[src/rtl/udp_tx_arb_pkg.sv]
// Shared types and constants for the two-source UDP transmit arbiter.
package udp_tx_arb_pkg;

  localparam int unsigned LEN_W       = 16;
  localparam int unsigned DEF_MAX_LEN = 1472;

  typedef enum logic [2:0] {
    IDLE,
    START,
    WAIT_BUSY,
    XFER,
    DONE
  } state_t;

  // A zero-length frame is as unusable to eth as an oversize one.
  function automatic logic len_valid(input logic [LEN_W-1:0] len,
                                     input int unsigned      max_len);
    return (len != '0) && ({16'h0, len} <= max_len);
  endfunction

endpackage

[src/rtl/udp_tx_arbiter_rr_arb2.sv]
// Two-way round-robin picker: pri selects the winner only when both request.
module rr_arb2 (
  input  logic [1:0] req,
  input  logic       pri,
  input  logic       en,
  output logic       gnt_valid,
  output logic       gnt_id
);

  always_comb begin
    gnt_valid = en && (req != 2'b00);
    gnt_id    = (req == 2'b11) ? pri : req[1];
  end

endmodule

[src/rtl/udp_tx_arbiter.sv]
// Shares the eth UDP transmit path between src0/src1, one frame per grant.
// Optional watchdog on the eth handshake: define UDP_TX_ARB_WDT_EN.
module udp_tx_arbiter
  import udp_tx_arb_pkg::*;
#(
  parameter int unsigned MAX_LEN    = DEF_MAX_LEN,
  parameter int unsigned WDT_CYCLES = 1024
) (
  input  logic             clk,
  input  logic             rst,
  input  logic             src0_req,
  input  logic [LEN_W-1:0] src0_len,
  output logic             src0_ack,
  output logic             src0_rd,
  input  logic [7:0]       src0_data,
  output logic             src0_done,
  input  logic             src1_req,
  input  logic [LEN_W-1:0] src1_len,
  output logic             src1_ack,
  output logic             src1_rd,
  input  logic [7:0]       src1_data,
  output logic             src1_done,
  input  logic             tx_rdy,
  output logic             udp_tx_en,
  output logic [LEN_W-1:0] udp_tx_data_num,
  input  logic             udp_tx_req,
  output logic [7:0]       udp_tx_data,
  output logic             grant_id,
  output logic             busy,
  output logic             err
);

  state_t           state, state_nx;
  logic             rr_pri, gid, data_vld;
  logic [LEN_W-1:0] len_q, cnt, sel_len;
  logic             gnt_valid, gnt_id, arb_en;
  logic [1:0]       ack, rd, done;
  logic             last, rr_load, wdt_abort;

  assign arb_en  = (state == IDLE) && tx_rdy && !rst;
  assign sel_len = gnt_id ? src1_len : src0_len;
  assign last    = udp_tx_req && ((cnt + 16'd1) == len_q);

  rr_arb2 u_rr_arb2 (
    .req       ({src1_req, src0_req}),
    .pri       (rr_pri),
    .en        (arb_en),
    .gnt_valid (gnt_valid),
    .gnt_id    (gnt_id)
  );

`ifdef UDP_TX_ARB_WDT_EN
  logic [15:0] wdt;
  logic        wdt_run;

  assign wdt_run   = (state == WAIT_BUSY) || (state == XFER);
  assign wdt_abort = wdt_run && !udp_tx_req && ((state == XFER) || tx_rdy) &&
                     (wdt == 16'(WDT_CYCLES - 1));

  // Restarts on every state change and every eth byte request.
  always_ff @(posedge clk) begin
    if (rst || !wdt_run || udp_tx_req || (state_nx != state)) wdt <= '0;
    else                                                      wdt <= wdt + 16'd1;
  end
`else
  assign wdt_abort = (WDT_CYCLES == 0) && 1'b0;
`endif

  always_comb begin
    state_nx  = state;
    ack       = '0;
    rd        = '0;
    done      = '0;
    udp_tx_en = 1'b0;
    err       = 1'b0;
    rr_load   = 1'b0;
    case (state)
      IDLE: begin
        if (gnt_valid) begin
          if (len_valid(sel_len, MAX_LEN)) begin
            state_nx = START;
          end else begin
            ack[gnt_id] = 1'b1;
            err         = 1'b1;
          end
        end
      end
      START: begin
        udp_tx_en = 1'b1;
        ack[gid]  = 1'b1;
        state_nx  = WAIT_BUSY;
      end
      // Requests racing the tx_rdy fall are served and counted here too.
      WAIT_BUSY, XFER: begin
        rd[gid] = udp_tx_req;
        if (last) begin
          state_nx = DONE;
        end else if (wdt_abort) begin
          err      = 1'b1;
          rr_load  = 1'b1;
          state_nx = IDLE;
        end else if ((state == WAIT_BUSY) && !tx_rdy) begin
          state_nx = XFER;
        end
      end
      DONE: begin
        if (tx_rdy) begin
          done[gid] = 1'b1;
          rr_load   = 1'b1;
          state_nx  = IDLE;
        end
      end
      default: state_nx = IDLE;
    endcase
  end

  always_ff @(posedge clk) begin
    if (rst) begin
      state    <= IDLE;
      rr_pri   <= 1'b0;
      gid      <= 1'b0;
      len_q    <= '0;
      cnt      <= '0;
      data_vld <= 1'b0;
    end else begin
      state    <= state_nx;
      data_vld <= |rd;
      if (gnt_valid) begin
        gid   <= gnt_id;
        len_q <= sel_len;
      end
      if (state == START) cnt <= '0;
      else if (|rd)       cnt <= cnt + 16'd1;
      if (rr_load) rr_pri <= ~gid;
    end
  end

  // Byte returns the cycle after its rd, so the mux follows the rd pipeline, not the state.
  assign udp_tx_data     = data_vld ? (gid ? src1_data : src0_data) : '0;
  assign udp_tx_data_num = (state != IDLE) ? len_q : '0;
  assign grant_id        = gid;
  assign busy            = (state != IDLE);
  assign src0_ack        = ack[0];
  assign src1_ack        = ack[1];
  assign src0_rd         = rd[0];
  assign src1_rd         = rd[1];
  assign src0_done       = done[0];
  assign src1_done       = done[1];

endmodule

[config.mk]
export PLATFORM = sky130hd
export DESIGN_NAME = udp_tx_arbiter
export DESIGN_NICKNAME = d
export VERILOG_FILES = /design/src/rtl/udp_tx_arb_pkg.sv /design/src/rtl/udp_tx_arbiter_rr_arb2.sv /design/src/rtl/udp_tx_arbiter.sv
export SDC_FILE = /design/constraint.sdc
export NUM_CORES = 1
export LEC_CHECK = 0
export CAP_MARGIN = 15
export CORE_MARGIN = 10
export CORE_UTILIZATION = 42
export DETAILED_ROUTE_END_ITERATION = 7
export HOLD_SLACK_MARGIN = 0.03
export PLACE_DENSITY = 0.83
export SETUP_SLACK_MARGIN = 0.1
export SLEW_MARGIN = 30
export SYNTH_ARGS = -nofsm -noshare
export SYNTH_HDL_FRONTEND = slang
export SYNTH_SLANG_ARGS = --single-unit
export TNS_END_PERCENT = 10
[constraint.sdc]
create_clock -name clk -period 2.2 [get_ports clk]
set_clock_uncertainty 0.2 [all_clocks]
set_input_delay 0.33 -clock clk [delete_from_list [all_inputs] [get_ports clk]]
set_output_delay 0.33 -clock clk [all_outputs]
set_load 0.01 [all_outputs]
-- After elaboration in Yosys (flattened, before gate mapping)
Cells that the tools add are included.
- add/subtract/negate cells: 1
- magnitude comparators: 5
- eq/ne operators: 10
- multiplexer cells: 27
- bitwise logic cells: 2
- reduce and logical (&&, ||, !) cells: 18
- operators by type and width (cell ; count):
    $mux W16 ; 2
    $add A16 B1 Y16 const B ; 1
    $eq A16 B16 Y1 ; 1
    $le A16 B11 Y1 const B ; 1
    $mux W8 ; 2
    $reduce_bool A16 Y1 ; 1
    $mux W3 ; 5
    $pmux W3 S4 ; 1
    $mux W2 ; 5
    $mux W1 ; 9
    $logic_and A1 B1 Y1 ; 8
    $eq A3 B2 Y1 const B ; 2
    $reduce_or A2 Y1 ; 3
    $lt A1 B2 Y1 const B ; 2
    $ne A2 B2 Y1 const B ; 2
    $pmux W2 S2 ; 1
    $reduce_and A4 Y1 ; 1
    $eq A3 B1 Y1 const B ; 1
    $eq A3 B3 Y1 const B ; 1
    $logic_not A3 Y1 ; 1
    $ne A3 B3 Y1 const B ; 1
    $reduce_bool A3 Y1 ; 1
    $and A2 B2 Y2 ; 1
    $demux W1 S1 ; 2
    6 further kinds ; 8
- bits in registers: 38
- bits of input ports: 54
- output and inout bits: 34
- logic and storage cells: 69

-- Depth between registers and ports, before layout
Gate-level depths: netlist of run 1.
- depth after elaboration: 9
- depth in mapped cells: 8
- mapped depth without buffers: 7

-- Modules after synthesis
From an unflattened synthesis of run 1, not the netlist that was laid out.
- cells, all modules: 338
- area, all modules: 2705.1 um2
- by module, submodules not included (module ; times used ; cells an instance ; area each (um2) ; seq. area each (um2)):
    udp_tx_arbiter ; 1 ; 335 ; 2682.6 ; 760.7
    rr_arb2 ; 1 ; 3 ; 22.5 ; 0.0

-- Worst setup path after synthesis of run 1
Ideal clock, no wire load.
- path kind: register to output
- start point: register rr_pri
- end point: output port src1_ack
- arrival time: 1.972 ns
- data required time: 1.670 ns
- slack: -0.302 ns
- stages on the path, launching flop included: 7
- buffers on the path: 0
- path through: dfxtp_1 -> nand2b_1 -> and3_1 -> or4_1 -> mux2_2 -> a21oi_1 -> a22o_1
- cells in the longest elaborated chain, start to end: 8
- elaborated cells on any way between the ends: 13
- classes of those cells: order compare (3); mux (7); reduce/logical (3)
- ends and longest elaborated chain (what ; RTL line ; RTL):
    start: declaration ; udp_tx_arbiter.sv:34 ; logic rr_pri, gid, data_vld;
    start signal: assignment ; udp_tx_arbiter.sv:134 ; if (rr_load) rr_pri <= ~gid;
    $mux W1 * ; udp_tx_arbiter_rr_arb2.sv:12 ; gnt_id = (req == 2'b11) ? pri : req[1];
    branches (longest 4 deep; another with $le A16 B11 Y1) ; n/a ;
    $mux W2 * ; udp_tx_arbiter.sv:80 ; if (len_valid(sel_len, MAX_LEN)) begin
    $mux W2 * ; udp_tx_arbiter.sv:79 ; if (gnt_valid) begin
    $pmux W2 S2 * ; udp_tx_arbiter.sv:77 ; case (state)
    end: declaration ; udp_tx_arbiter.sv:19 ; output logic src1_ack,
Every way passes the cells marked *.

-- Final worst setup path of run 1
- start point: register rr_pri
- end point: output port src0_ack
- cells in the longest elaborated chain, start to end: 8
- elaborated cells on any way between the ends: 13
- classes of those cells: order compare (3); mux (7); reduce/logical (3)
- ends and longest elaborated chain (what ; RTL line ; RTL):
    $mux W1 * ; udp_tx_arbiter_rr_arb2.sv:12 ;
    branches (longest 4 deep; another with $le A16 B11 Y1) ; n/a ;
    $mux W2 * ; udp_tx_arbiter.sv:80 ;
    $mux W2 * ; udp_tx_arbiter.sv:79 ;
    $pmux W2 S2 * ; udp_tx_arbiter.sv:77 ;
    end: declaration ; udp_tx_arbiter.sv:13 ; output logic src0_ack,
Marked as above.

==> reports/summary.txt, run 1 <==
CRITICAL PATH
-----------------------------------------------------------------------------------------------------
Crit path arrival time                                                                        2260 ps
Critical path class                                                                      flip-flop to output port
Critical path endpoint category                                                           output port
CP Data Required Time                                                                         1670 ps
Critical Path Start Type                                                                    flip-flop
Maximum fanout along the worst path                                                                 4

STA
-----------------------------------------------------------------------------------------------------
Maximum frequency from static timing analysis                                                 358 MHz
Final-report setup violation count                                                                  6
Fraction of the cycle the final worst path needs                                                 127%
Max Transition Viols Final                                                                          0
Unrepaired setup endpoints after global routing                                                  true
Post-layout minimum cycle time                                                                2790 ps
Hold Vio Cnt, Final                                                                                 0
Slew @ Worst Pin                                                                               349 ps
Final WS setup                                                                                -590 ps
Summed negative setup slack over all endpoints                                               -1900 ps
Slew HR                                                                                         76.8%

ROUTING
-----------------------------------------------------------------------------------------------------
Remaining routing DRC violations                                                                    0
Total number of vias                                                                             3101
Wirelength per Cell                                                                           17.7 um
Antenna Nets Post-Route                                                                             0
Drt first-iter violations                                                                         193
Vias per Instance                                                                                5.57
First-pass iteration count of the detailed router                                                   5
DRT Wirelength                                                                                9850 um

SYNTH
-----------------------------------------------------------------------------------------------------
Synthesized-area fraction occupied by xor and xnor cells                                        13.1%
Number of synthesized flops with an enable pin                                                      0
Top flip-flop cell by instance count after synthesis                                     sky130_fd_sc_hd__dfxtp_1
Yosys warning total                                                                                 0
Cells after Synth                                                                                 336
Synthesized area per cell                                                                   7.77 um^2
Netlist cell types                                                                                 47
Portion of netlist area occupied by mux cells                                                   5.42%
Sequential fraction of the synthesis area                                                       29.1%
Synth Net Count                                                                                   391
Post-synthesis share of cell area spent on and, or, nand and nor gates                          32.6%
Post-synthesis share of cell area spent on full adders, half adders and majority gates         0.863%
Fraction of registers with async set or reset after synthesis                                      0%
Main combinational cell family by area after synthesis                                   simple AND/OR/NAND/NOR gates
Synth Area in Compound Gates                                                                    14.8%
Number of flip-flops and latches in the synthesized netlist                                        38
Combined area of all synthesized cells                                                   0.00261 mm^2

FLOORPLAN
-----------------------------------------------------------------------------------------------------
Placement Rows                                                                                     28
I/O pin count                                                                                      88
Std-Cell Core Area                                                                       0.00599 mm^2
Die width                                                                                     98.8 um
Effective utilization at floorplan                                                              43.6%
Vertical die dimension                                                                        98.8 um
Die ar.                                                                                  0.00977 mm^2

LAYOUT
-----------------------------------------------------------------------------------------------------
Relative area change from synthesis to final layout                                             65.3%
Post-route cell area                                                                     0.00432 mm^2
Fillcell total                                                                                    441
Leading cell type in the layout, fill and taps excluded                                  sky130_fd_sc_hd__buf_4
Antenna diode count                                                                                 0
Layout cells sized above 1                                                                      27.4%
Number of nets in the layout                                                                      536
Non-filler cells in the finished layout                                                           557
Commonest non-fill, non-tap cells in the layout                                          sky130_fd_sc_hd__buf_4 (67), sky130_fd_sc_hd__clkdlybuf4s50_1 (40), sky130_fd_sc_hd__dlygate4sd2_1 (35)

POWER
-----------------------------------------------------------------------------------------------------
Power density over the cells                                                              583 mW/mm^2
Design Power                                                                                  2.51 mW
Worst ir drop on vdd                                                                         0.410 mV
LEAKAGE                                                                                       1.91 nW

PLACED DESIGN
-----------------------------------------------------------------------------------------------------
Post-placement setup slack                                                                   -1230 ps
Port buffer count                                                                                  87
Final GP Congestion                                                                             0.906
Cell Count Post-Placement                                                                         546
Post-DP HPWL                                                                                  7340 um
Cell area after placement                                                                0.00405 mm^2

GLOBAL ROUTE
-----------------------------------------------------------------------------------------------------
Largest net degree at the start of global routing                                                  34
Via count of the first global-routing pass                                                       3131
Wire length of the first global-routing pass                                                 15400 um
Initial antenna violation count                                                                     0
Total grt overflow                                                                                  0
GRT Resource Usage Total                                                                        19.0%

CLOCK NETWORK
-----------------------------------------------------------------------------------------------------
CTS tree                                                                                         done
Clock buffers created by TritonCTS                                                                  5
Buffers from clock root to sink, at most                                                            2
CTS Root Buffer Type                                                                     sky130_fd_sc_hd__clkbuf_8
Clk Latency, worst-skew pair                                                                   300 ps
Clock Pin Slew Worst Setup and Hold Paths                                                       80 ps
Clock sink count                                                                                   38
Total of hold buffers inserted after clock tree synthesis                                           0
Depth of the CTS H-tree                                                                             2

RUN
-----------------------------------------------------------------------------------------------------
Number of max-cap violations                                                                        0

RUN STATUS
-----------------------------------------------------------------------------------------------------
Outcome                                                                                  finished with violations
Violated checks                                                                          negative setup slack

WORST HOLD PATH
-----------------------------------------------------------------------------------------------------
Min-delay worst type                                                                     flip-flop to flip-flop

[cell usage after synthesis, types with 11 or more instances]
library cell / count / area, um^2
sky130_fd_sc_hd__nor2_1: 32 / 120
sky130_fd_sc_hd__nand3_1: 13 / 65.1
sky130_fd_sc_hd__clkbuf_1: 13 / 48.8
sky130_fd_sc_hd__nand2_1: 34 / 128
sky130_fd_sc_hd__xnor2_1: 28 / 245
sky130_fd_sc_hd__dfxtp_1: 38 / 761
sky130_fd_sc_hd__nor2b_1: 28 / 175
sky130_fd_sc_hd__xor2_1: 11 / 96.3
sky130_fd_sc_hd__mux2i_1: 13 / 130
sky130_fd_sc_hd__a31o_2: 12 / 105
sky130_fd_sc_hd__a21oi_1: 21 / 105
[layer usage]
layer / part of all wire [%] / vias up / track usage, %
met5: 0 / - / 0
met2: 48 / 154 / 32.5
met3: 7.6 / 37 / 5.03
li1: - / 1471 / -
met1: 40 / 1439 / 21.5
met4: 4.0 / 0 / 8.49
[power by group]
group / internal (mW) / switching, mW / leakage (nW)
combinational: 0.466 / 0.493 / 1.53
clock: 0.484 / 0.255 / 0.0714
sequential: 0.751 / 0.0663 / 0.311
[registers in the layout (all words and copies together) (netlist names)]
signal	count
data_vld	1
len_q	16
grant_id	1
cnt	16
state	3
rr_pri	1
[cells by family (layout without fill, tap and decap cells)]
kind of cell    Yosys count  count (layout)
fa+ha+maj                 2               2
xor+xnor                 39              39
simple gates            158             158
flops                    38              38
buf+inv                  26             172
compound gates           59              59
mux                      14              14
[metrics by stage]
step	hold WS, ps	util, %
after floorplan	202	-
after global placement	301	67.6
after detailed placement	302	67.6
after CTS	315	70.7
after global routing	341	72.0
final	309	72.0
[worst max-delay path: stages (launching register included)]
cell                       delay (ps)
sky130_fd_sc_hd__dfxtp_2          340
sky130_fd_sc_hd__nand2b_4         160
sky130_fd_sc_hd__and3_4           170
sky130_fd_sc_hd__or4_4            520
sky130_fd_sc_hd__mux2_4           300
sky130_fd_sc_hd__a211oi_2         190
sky130_fd_sc_hd__o21a_1           150
sky130_fd_sc_hd__buf_2            130
[worst paths after layout]
check	from	end	slack, ps	cells past startpoint
setup reg to reg	cnt[0]	state[0]	-140	8
hold reg to reg	len_q[13]	len_q[13]	310	2
setup / recovery	rr_pri	src0_ack	-590	7
hold / removal	len_q[13]	len_q[13]	310	2
[area by class of cell]
| class | count | area, um^2 | share of cell area (%) |
|---|---|---|---|
| clock inverter | 2 | 60.1 | 1.39 |
| sequential | 38 | 767 | 17.8 |
| tap | 75 | 93.8 | 2.17 |
| timing repair buffer | 159 | 1390 | 32.3 |
| multi-input combinational | 272 | 1900 | 44.0 |
| clock buffer | 6 | 82.6 | 1.91 |
| inverter | 5 | 18.8 | 0.435 |
[what timing repair did]
action                                  in CTS  in global routing
setup buffers                                3                  0
pin swaps                                    9                  8
endpoints found under the setup margin      32                 15
gates resized for setup                     78                 20
Note: power is estimated with default switching activity, not from simulation.
==> inputs of run 2 (changes only) <==
REMOVE_ABC_BUFFERS = 1   (was default)
==> run 2 against run 1 <==
Effect of this change:
- the flow still finishes with violations (negative setup slack)
- sequential cell count did not move
- critical path depth rose by 1
- global-route usage decreased by 0.62 points
- register-to-register slack improved by 60 ps
- setup slack worse by 92 ps
- clock power is 19% lower
- power fell by 6.3%
- non-clock buffer count shrank 8
- final area is 3.0% lower
- sequential share of layout area up 0.64 points
- first-iteration DRC count is 3.6% lower
- sequential power rose by 1%
- critical path type is now input port to output port
- highest routed layer unchanged
==> reports/summary.txt, run 2 (synthesis gave the netlist of run 1 again) <==
CLOCK NETWORK
------------------------------------------------------------------------
Clock buffers created by TritonCTS                                     5
Buffers from clock root to sink, at most                               2
CTS Root Buffer Type                                        sky130_fd_sc_hd__clkbuf_8
Total of hold buffers inserted after clock tree synthesis              0
Clock Pin Slew Worst Setup and Hold Paths                          90 ps
CTS tree                                                            done
Depth of the CTS H-tree                                                2
Clock sink count                                                      38
Clk Latency, worst-skew pair                                      300 ps

RUN
------------------------------------------------------------------------
Number of max-cap violations                                           0

STA
------------------------------------------------------------------------
Hold Vio Cnt, Final                                                    0
Max Transition Viols Final                                             0
Final WS setup                                                   -682 ps
Post-layout minimum cycle time                                   2880 ps
Slew HR                                                            76.8%
Maximum frequency from static timing analysis                    347 MHz
Final-report setup violation count                                    22
Unrepaired setup endpoints after global routing                     true
Fraction of the cycle the final worst path needs                    131%
Worst hold margin                                                 258 ps
Slew @ Worst Pin                                                  344 ps
Summed negative setup slack over all endpoints                  -3990 ps

CRITICAL PATH
------------------------------------------------------------------------
Critical path class                                         input port to output port
End of the worst register-to-register path                      state[0]
Critical path endpoint category                              output port
Maximum fanout along the worst path                                    2
Cell with the largest stage delay on the worst path         sky130_fd_sc_hd__or4_4
Max incr delay on CP                                              450 ps
Number of buffers and inverters on the critical path                   3
Slack of the worst reg-to-reg path                                -80 ps
Number of cells on the worst reg-to-reg path                           7
Critical path, cell by cell                                 clkdlybuf4s15_1 > or4_4 > o41ai_4 > mux2_4 > buf_6 > a211oi_2 > o21a_1 > buf_2
Cell family with most CP delay                              compound AO/OA/AOI/OAI gates
CP Data Required Time                                            1670 ps
Critical Path Start Type                                      input port
Reg-to-reg critical path startpoint                               cnt[5]
Crit path arrival time                                           2350 ps

LAYOUT
------------------------------------------------------------------------
Number of nets in the layout                                         528
Relative area change from synthesis to final layout                60.4%
Leading cell type in the layout, fill and taps excluded     sky130_fd_sc_hd__buf_4
Antenna diode count                                                    0
Layout cells sized above 1                                         25.7%
Commonest non-fill, non-tap cells in the layout             sky130_fd_sc_hd__buf_4 (59), sky130_fd_sc_hd__clkdlybuf4s50_1 (55), sky130_fd_sc_hd__nand2_1 (34)
Registers with the most flip-flops                          cnt (16), len_q (16), state (3)
Non-filler cells in the finished layout                              549

POWER
------------------------------------------------------------------------
Design Power                                                     2.36 mW
Sequential fraction of design power                                35.0%
LEAKAGE                                                          1.71 nW
Power density over the cells                                 563 mW/mm^2
Worst ir drop on vdd                                            0.341 mV
Fraction of power consumed by the clock network                    25.2%
Sw frac                                                            34.4%
Net Switching                                                     810 uW
P_int                                                            1.55 mW
Part of the power in combinational logic                           39.8%

ROUTING
------------------------------------------------------------------------
Total number of vias                                                2981
Remaining routing DRC violations                                       0
Drt first-iter violations                                            186
Vias per Instance                                                   5.43
Wirelength per Cell                                              17.0 um
DRT Wirelength                                                   9360 um
First-pass iteration count of the detailed router                      4
Antenna Nets Post-Route                                                0

FLOORPLAN
------------------------------------------------------------------------
Std-Cell Core Area                                          0.00599 mm^2
Die ar.                                                     0.00977 mm^2
Placement Rows                                                        28
Effective utilization at floorplan                                 43.6%
Vertical die dimension                                           98.8 um
Die width                                                        98.8 um
I/O pin count                                                         88

PLACED DESIGN
------------------------------------------------------------------------
Cell Count Post-Placement                                            537
Port buffer count                                                     87
Post-DP HPWL                                                     7170 um
Final GP Congestion                                                0.949
Post-placement setup slack                                      -1370 ps

RUN STATUS
------------------------------------------------------------------------
Outcome                                                     finished with violations
Violated checks                                             negative setup slack

GLOBAL ROUTE
------------------------------------------------------------------------
Largest net degree at the start of global routing                     34
Total grt overflow                                                     0
Wire length of the first global-routing pass                    15200 um
GRT Resource Usage Total                                           18.4%
Via count of the first global-routing pass                          3038
Initial antenna violation count                                        0

WORST HOLD PATH
------------------------------------------------------------------------
Endpoint, Worst Hold                                            len_q[2]
Min-delay worst type                                        input port to flip-flop
Worst hold stages                                                      4
Hold path startpoint                                         src0_len[2]

-- run 2: timing repair --
action                     CTS  global route
cloned                       0             0
gates resized for setup     75            13
pin swaps                   11             5
setup endpoints to repair   36            25
setup buffers                3             1
-- run 2: per-stage QoR --
| step | utilization, % | area [um^2] |
|---|---|---|
| after floorplan | - | 2520 |
| after global placement | 66.2 | 3970 |
| after detailed placement | 66.2 | 3970 |
| after CTS | 69.2 | 4140 |
| after global routing | 69.9 | 4190 |
| final | 69.9 | 4190 |
-- run 2: worst max path at each step --
stage / startpoint / to / slack, ps / cells past startpoint
6_report: src0_len[5] / src0_ack / -680 / 8
5_1_grt: rr_pri / src0_ack / -720 / 8
4_1_cts: rr_pri / src0_ack / -680 / 8
3_5_place_dp: src0_len[2] / src0_ack / -1370 / 7
3_3_place_gp: src0_len[3] / src0_ack / -1160 / 7
2_1_floorplan: state[2] / src1_ack / -1260 / 4
-- run 2: worst min-delay path: stages --
cell                      delay [ps]
sky130_fd_sc_hd__buf_2            90
sky130_fd_sc_hd__nand2_1          60
sky130_fd_sc_hd__a21oi_1         140
sky130_fd_sc_hd__a31o_2          110
-- run 2: metal layers --
metal  share of wire (%)  global-route usage [%]
met5                   0                       0
met4                 1.5                    4.74
met3                 5.8                    4.40
met2                  48                    31.2
met1                  45                    22.5
-- run 2: layout make-up --
| type | count | area, um^2 |
|---|---|---|
| clock inverters | 3 | 40.0 |
| flip-flops and latches | 38 | 771 |
| inverters | 5 | 18.8 |
| fillers | 492 | 1810 |
| repair buffers | 151 | 1330 |
| multi-input cells | 272 | 1860 |
| clock buffers | 5 | 68.8 |
| well taps | 75 | 93.8 |
-- run 2: power groups by stage --
stage	sequential, mW	clock, mW	combinational, mW
after floorplan	0.824	0	0.440
after global routing	0.834	0.630	1.01
after detailed placement	0.839	0	0.919
final	0.825	0.595	0.937
after CTS	0.824	0.597	0.914
after global placement	0.834	0	0.898
==> inputs of run 3 (changes only) <==
PLACE_DENSITY = 0.82   (was 0.83)
SYNTH_HIERARCHICAL = 1   (was default)
==> run 3 against run 2 <==
Effect of this change:
- the run still ends with negative setup slack left
- first-iteration DRC count rose by 30%
- clock-buffer cell count increased by 1
- non-clock buffer count is 2 higher
- via count is 3.3% higher
- combinational power is 64% lower
- sequential power decreased by 11%
- hold slack better by 27 ps
- fmax grew 10%
- sequential cell count unchanged
- cell count rose by 0.73%
- critical endpoint is now src1_ack
- largest cell class unchanged
==> reports/summary.txt, run 3 <==
FLOORPLAN
-----------------------------------------------------------------------------------------------------
Std-Cell Core Area                                                                       0.00631 mm^2
Vertical die dimension                                                                         100 um
I/O pin count                                                                                      88
Effective utilization at floorplan                                                              42.8%
Die ar.                                                                                   0.0101 mm^2
Die width                                                                                      100 um
Placement Rows                                                                                     29

LAYOUT
-----------------------------------------------------------------------------------------------------
Commonest non-fill, non-tap cells in the layout                                          sky130_fd_sc_hd__buf_4 (63), sky130_fd_sc_hd__clkdlybuf4s50_1 (47), sky130_fd_sc_hd__nor2_1 (45)
Number of nets in the layout                                                                      531
Leading cell type in the layout, fill and taps excluded                                  sky130_fd_sc_hd__buf_4
Registers with the most flip-flops                                                       cnt (16), len_q (16), state (3)
Layout cells sized above 1                                                                      24.2%
Fillcell total                                                                                    500
Non-filler cells in the finished layout                                                           553
Total area of multi-input combinational cells                                            0.00192 mm^2
FF/Latch Area                                                                                766 um^2
Relative area change from synthesis to final layout                                             58.5%
Antenna diode count                                                                                 0
Finished Core Util                                                                              67.9%

POWER
-----------------------------------------------------------------------------------------------------
P_int                                                                                         1.27 mW
Worst ir drop on vdd                                                                         0.285 mV
Fraction of power consumed by the clock network                                                 36.3%
Sw frac                                                                                         24.8%
Sequential fraction of design power                                                             43.6%
Power density over the cells                                                              394 mW/mm^2
Part of the power in combinational logic                                                        20.1%
Design Power                                                                                  1.69 mW
Net Switching                                                                                  418 uW
LEAKAGE                                                                                       1.85 nW

STA
-----------------------------------------------------------------------------------------------------
Final WS setup                                                                                -416 ps
Slew @ Worst Pin                                                                               420 ps
Unrepaired setup endpoints after global routing                                                  true
Hold Vio Cnt, Final                                                                                 0
Maximum frequency from static timing analysis                                                 382 MHz
Fraction of the cycle the final worst path needs                                                 119%
Summed negative setup slack over all endpoints                                               -1400 ps
Final-report setup violation count                                                                  7
Worst hold margin                                                                              285 ps
Post-layout minimum cycle time                                                                2620 ps
Max Transition Viols Final                                                                          0
Slew HR                                                                                         71.7%

WORST HOLD PATH
-----------------------------------------------------------------------------------------------------
Worst hold stages                                                                                   2
Min-delay worst type                                                                     flip-flop to flip-flop

CLOCK NETWORK
-----------------------------------------------------------------------------------------------------
Clock sink count                                                                                   38
Buffers from clock root to sink, at most                                                            2
Clock buffers created by TritonCTS                                                                  5
Depth of the CTS H-tree                                                                             2
Clk Latency, worst-skew pair                                                                   290 ps
CTS tree                                                                                         done
CTS Root Buffer Type                                                                     sky130_fd_sc_hd__clkbuf_8
Clock Pin Slew Worst Setup and Hold Paths                                                       70 ps

SYNTH
-----------------------------------------------------------------------------------------------------
Top flip-flop cell by instance count after synthesis                                     sky130_fd_sc_hd__dfxtp_1
Number of synthesized flops with an enable pin                                                      0
Leading post-synthesis cells by cell area                                                sky130_fd_sc_hd__dfxtp_1 (28%), sky130_fd_sc_hd__mux2i_1 (8.9%), sky130_fd_sc_hd__nor2_1 (6.5%), sky130_fd_sc_hd__xnor2_1 (6.5%), sky130_fd_sc_hd__nor2b_1 (6.2%)
Post-synthesis share of cell area spent on and, or, nand and nor gates                          32.7%
Portion of netlist area occupied by mux cells                                                   8.88%
Main combinational cell family by area after synthesis                                   simple AND/OR/NAND/NOR gates
Area share of the leading cell type in the synthesized netlist                                  28.1%
Synth Area in Compound Gates                                                                    15.4%
Synthesized-area fraction occupied by xor and xnor cells                                        9.71%
Post-synthesis share of cell area spent on full adders, half adders and majority gates         0.463%
Netlist cell types                                                                                 53
Cells after Synth                                                                                 338
Fraction of registers with async set or reset after synthesis                                      0%
Sequential fraction of the synthesis area                                                       28.1%
Most used standard cell by instance count after synthesis                                sky130_fd_sc_hd__nor2_1
Cell taking the most area after synthesis                                                sky130_fd_sc_hd__dfxtp_1
Yosys warning total                                                                                 6
Synthesized area per cell                                                                   8.00 um^2
Combined area of all synthesized cells                                                   0.00271 mm^2
Number of flip-flops and latches in the synthesized netlist                                        38
Most common library cells after synthesis                                                sky130_fd_sc_hd__nor2_1 (47), sky130_fd_sc_hd__dfxtp_1 (38), sky130_fd_sc_hd__nor2b_1 (27)

ROUTING
-----------------------------------------------------------------------------------------------------
Wirelength per Cell                                                                           17.1 um
First-pass iteration count of the detailed router                                                   6
Vias per Instance                                                                                5.57
DRT Wirelength                                                                                9450 um
Total number of vias                                                                             3078
Drt first-iter violations                                                                         242
Remaining routing DRC violations                                                                    0
Antenna Nets Post-Route                                                                             0

PLACED DESIGN
-----------------------------------------------------------------------------------------------------
Post-DP HPWL                                                                                  7190 um
Port buffer count                                                                                  87
Cell Count Post-Placement                                                                         545
Final GP Congestion                                                                             0.896

RUN STATUS
-----------------------------------------------------------------------------------------------------
Violated checks                                                                          negative setup slack
Outcome                                                                                  finished with violations

CRITICAL PATH
-----------------------------------------------------------------------------------------------------
Number of cells on the worst reg-to-reg path                                                        7
Critical path, cell by cell                                                              clkdlybuf4s50_1 > nor4_1 > nand3_1 > nand2_1 > o211ai_1 > and3_4 > a22o_1 > buf_2
Critical path endpoint category                                                           output port
CP Data Required Time                                                                         1670 ps
Number of buffers and inverters on the critical path                                                2
Max incr delay on CP                                                                           440 ps
Maximum fanout along the worst path                                                                 3
CP Depth                                                                                            8
Critical path class                                                                      input port to output port
Cell with the largest stage delay on the worst path                                      sky130_fd_sc_hd__clkdlybuf4s50_1
Cell family with most CP delay                                                           simple AND/OR/NAND/NOR gates
Crit path arrival time                                                                        2090 ps
Critical Path Start Type                                                                   input port

GLOBAL ROUTE
-----------------------------------------------------------------------------------------------------
Via count of the first global-routing pass                                                       3019
GRT Resource Usage Total                                                                        17.5%
Wire length of the first global-routing pass                                                 14700 um
Largest net degree at the start of global routing                                                  35
Total grt overflow                                                                                  0
Initial antenna violation count                                                                     0

RUN
-----------------------------------------------------------------------------------------------------
Number of max-cap violations                                                                        0

-- run 3: cell count changes in the layout (fill, tap and decap cells not counted), moves of 5 or more --
cell                              previous run  this run
sky130_fd_sc_hd__a211oi_1                    1        15
sky130_fd_sc_hd__a21oi_1                    20        12
sky130_fd_sc_hd__a31o_2                     12         0
sky130_fd_sc_hd__clkdlybuf4s50_1            55        47
sky130_fd_sc_hd__dlymetal6s2s_1              0        10
sky130_fd_sc_hd__mux2i_1                    13        24
sky130_fd_sc_hd__nand2_1                    34        18
sky130_fd_sc_hd__nand4_1                     8         3
sky130_fd_sc_hd__nor2_1                     30        45
sky130_fd_sc_hd__xnor2_1                    28        20
-- run 3: path summary, 6_finish.rpt --
kind / startpoint / to / slack [ps]
min reg2reg: rr_pri / rr_pri / 290
max: src0_len[12] / src1_ack / -420
max reg2reg: cnt[2] / state[0] / -140
min: rr_pri / rr_pri / 290
-- run 3: kinds of logic after synthesis --
group                      count (synthesis)
buffers and inverters                     28
DFF                                       38
adders and majority gates                  1
xor gates and xnor gates                  30
AOI/OAI and AO/OA                         59
muxes                                     24
and+or+nand+nor                          158
-- run 3: routing by layer --
metal / global-route usage, % / wire (um) / vias up
li1: - / - / 1493
met1: 19.2 / 3790 / 1450
met2: 32.5 / 4980 / 108
met3: 3.91 / 444 / 27
met4: 5.33 / 236 / 0
met5: 0 / 0 / -
-- run 3: metrics by stage --
| stage | instance area [um^2] | worst slack (ps) |
|---|---|---|
| floorplan | 2600 | -1350 |
| global placement | 4060 | -1110 |
| detailed placement | 4060 | -1120 |
| CTS | 4180 | -453 |
| global route | 4290 | -486 |
| finish | 4290 | -416 |
-- run 3: power by group through the flow --
stage / registers [mW] / logic (mW) / clock network [mW]
after global placement: 0.749 / 0.316 / 0
after detailed placement: 0.749 / 0.324 / 0
after floorplan: 0.745 / 0.137 / 0
after global routing: 0.737 / 0.364 / 0.626
after CTS: 0.734 / 0.327 / 0.611
final: 0.735 / 0.339 / 0.613
-- run 3: final cells by class --
| type | count | area share [%] |
|---|---|---|
| timing repair buffer | 153 | 32.1 |
| clock buffer | 6 | 1.93 |
| inverter | 6 | 0.525 |
| multi-input combinational | 272 | 44.7 |
| clock inverter | 1 | 0.700 |
| sequential | 38 | 17.9 |
| tap | 77 | 2.25 |
-- run 3: timing repair --
item	in CTS	in global routing
endpoints found under the setup margin	36	36
setup buffers	0	1
pin swaps	9	13
hold buffers	0	0
gates resized for setup	66	30
-- run 3: worst reg2reg max path: cells and delay by family, from the launching register on --
family	cells	cell delay (ps)
compound gates	5	1320
buf+inv	1	150
flops	1	360
simple gates	1	200
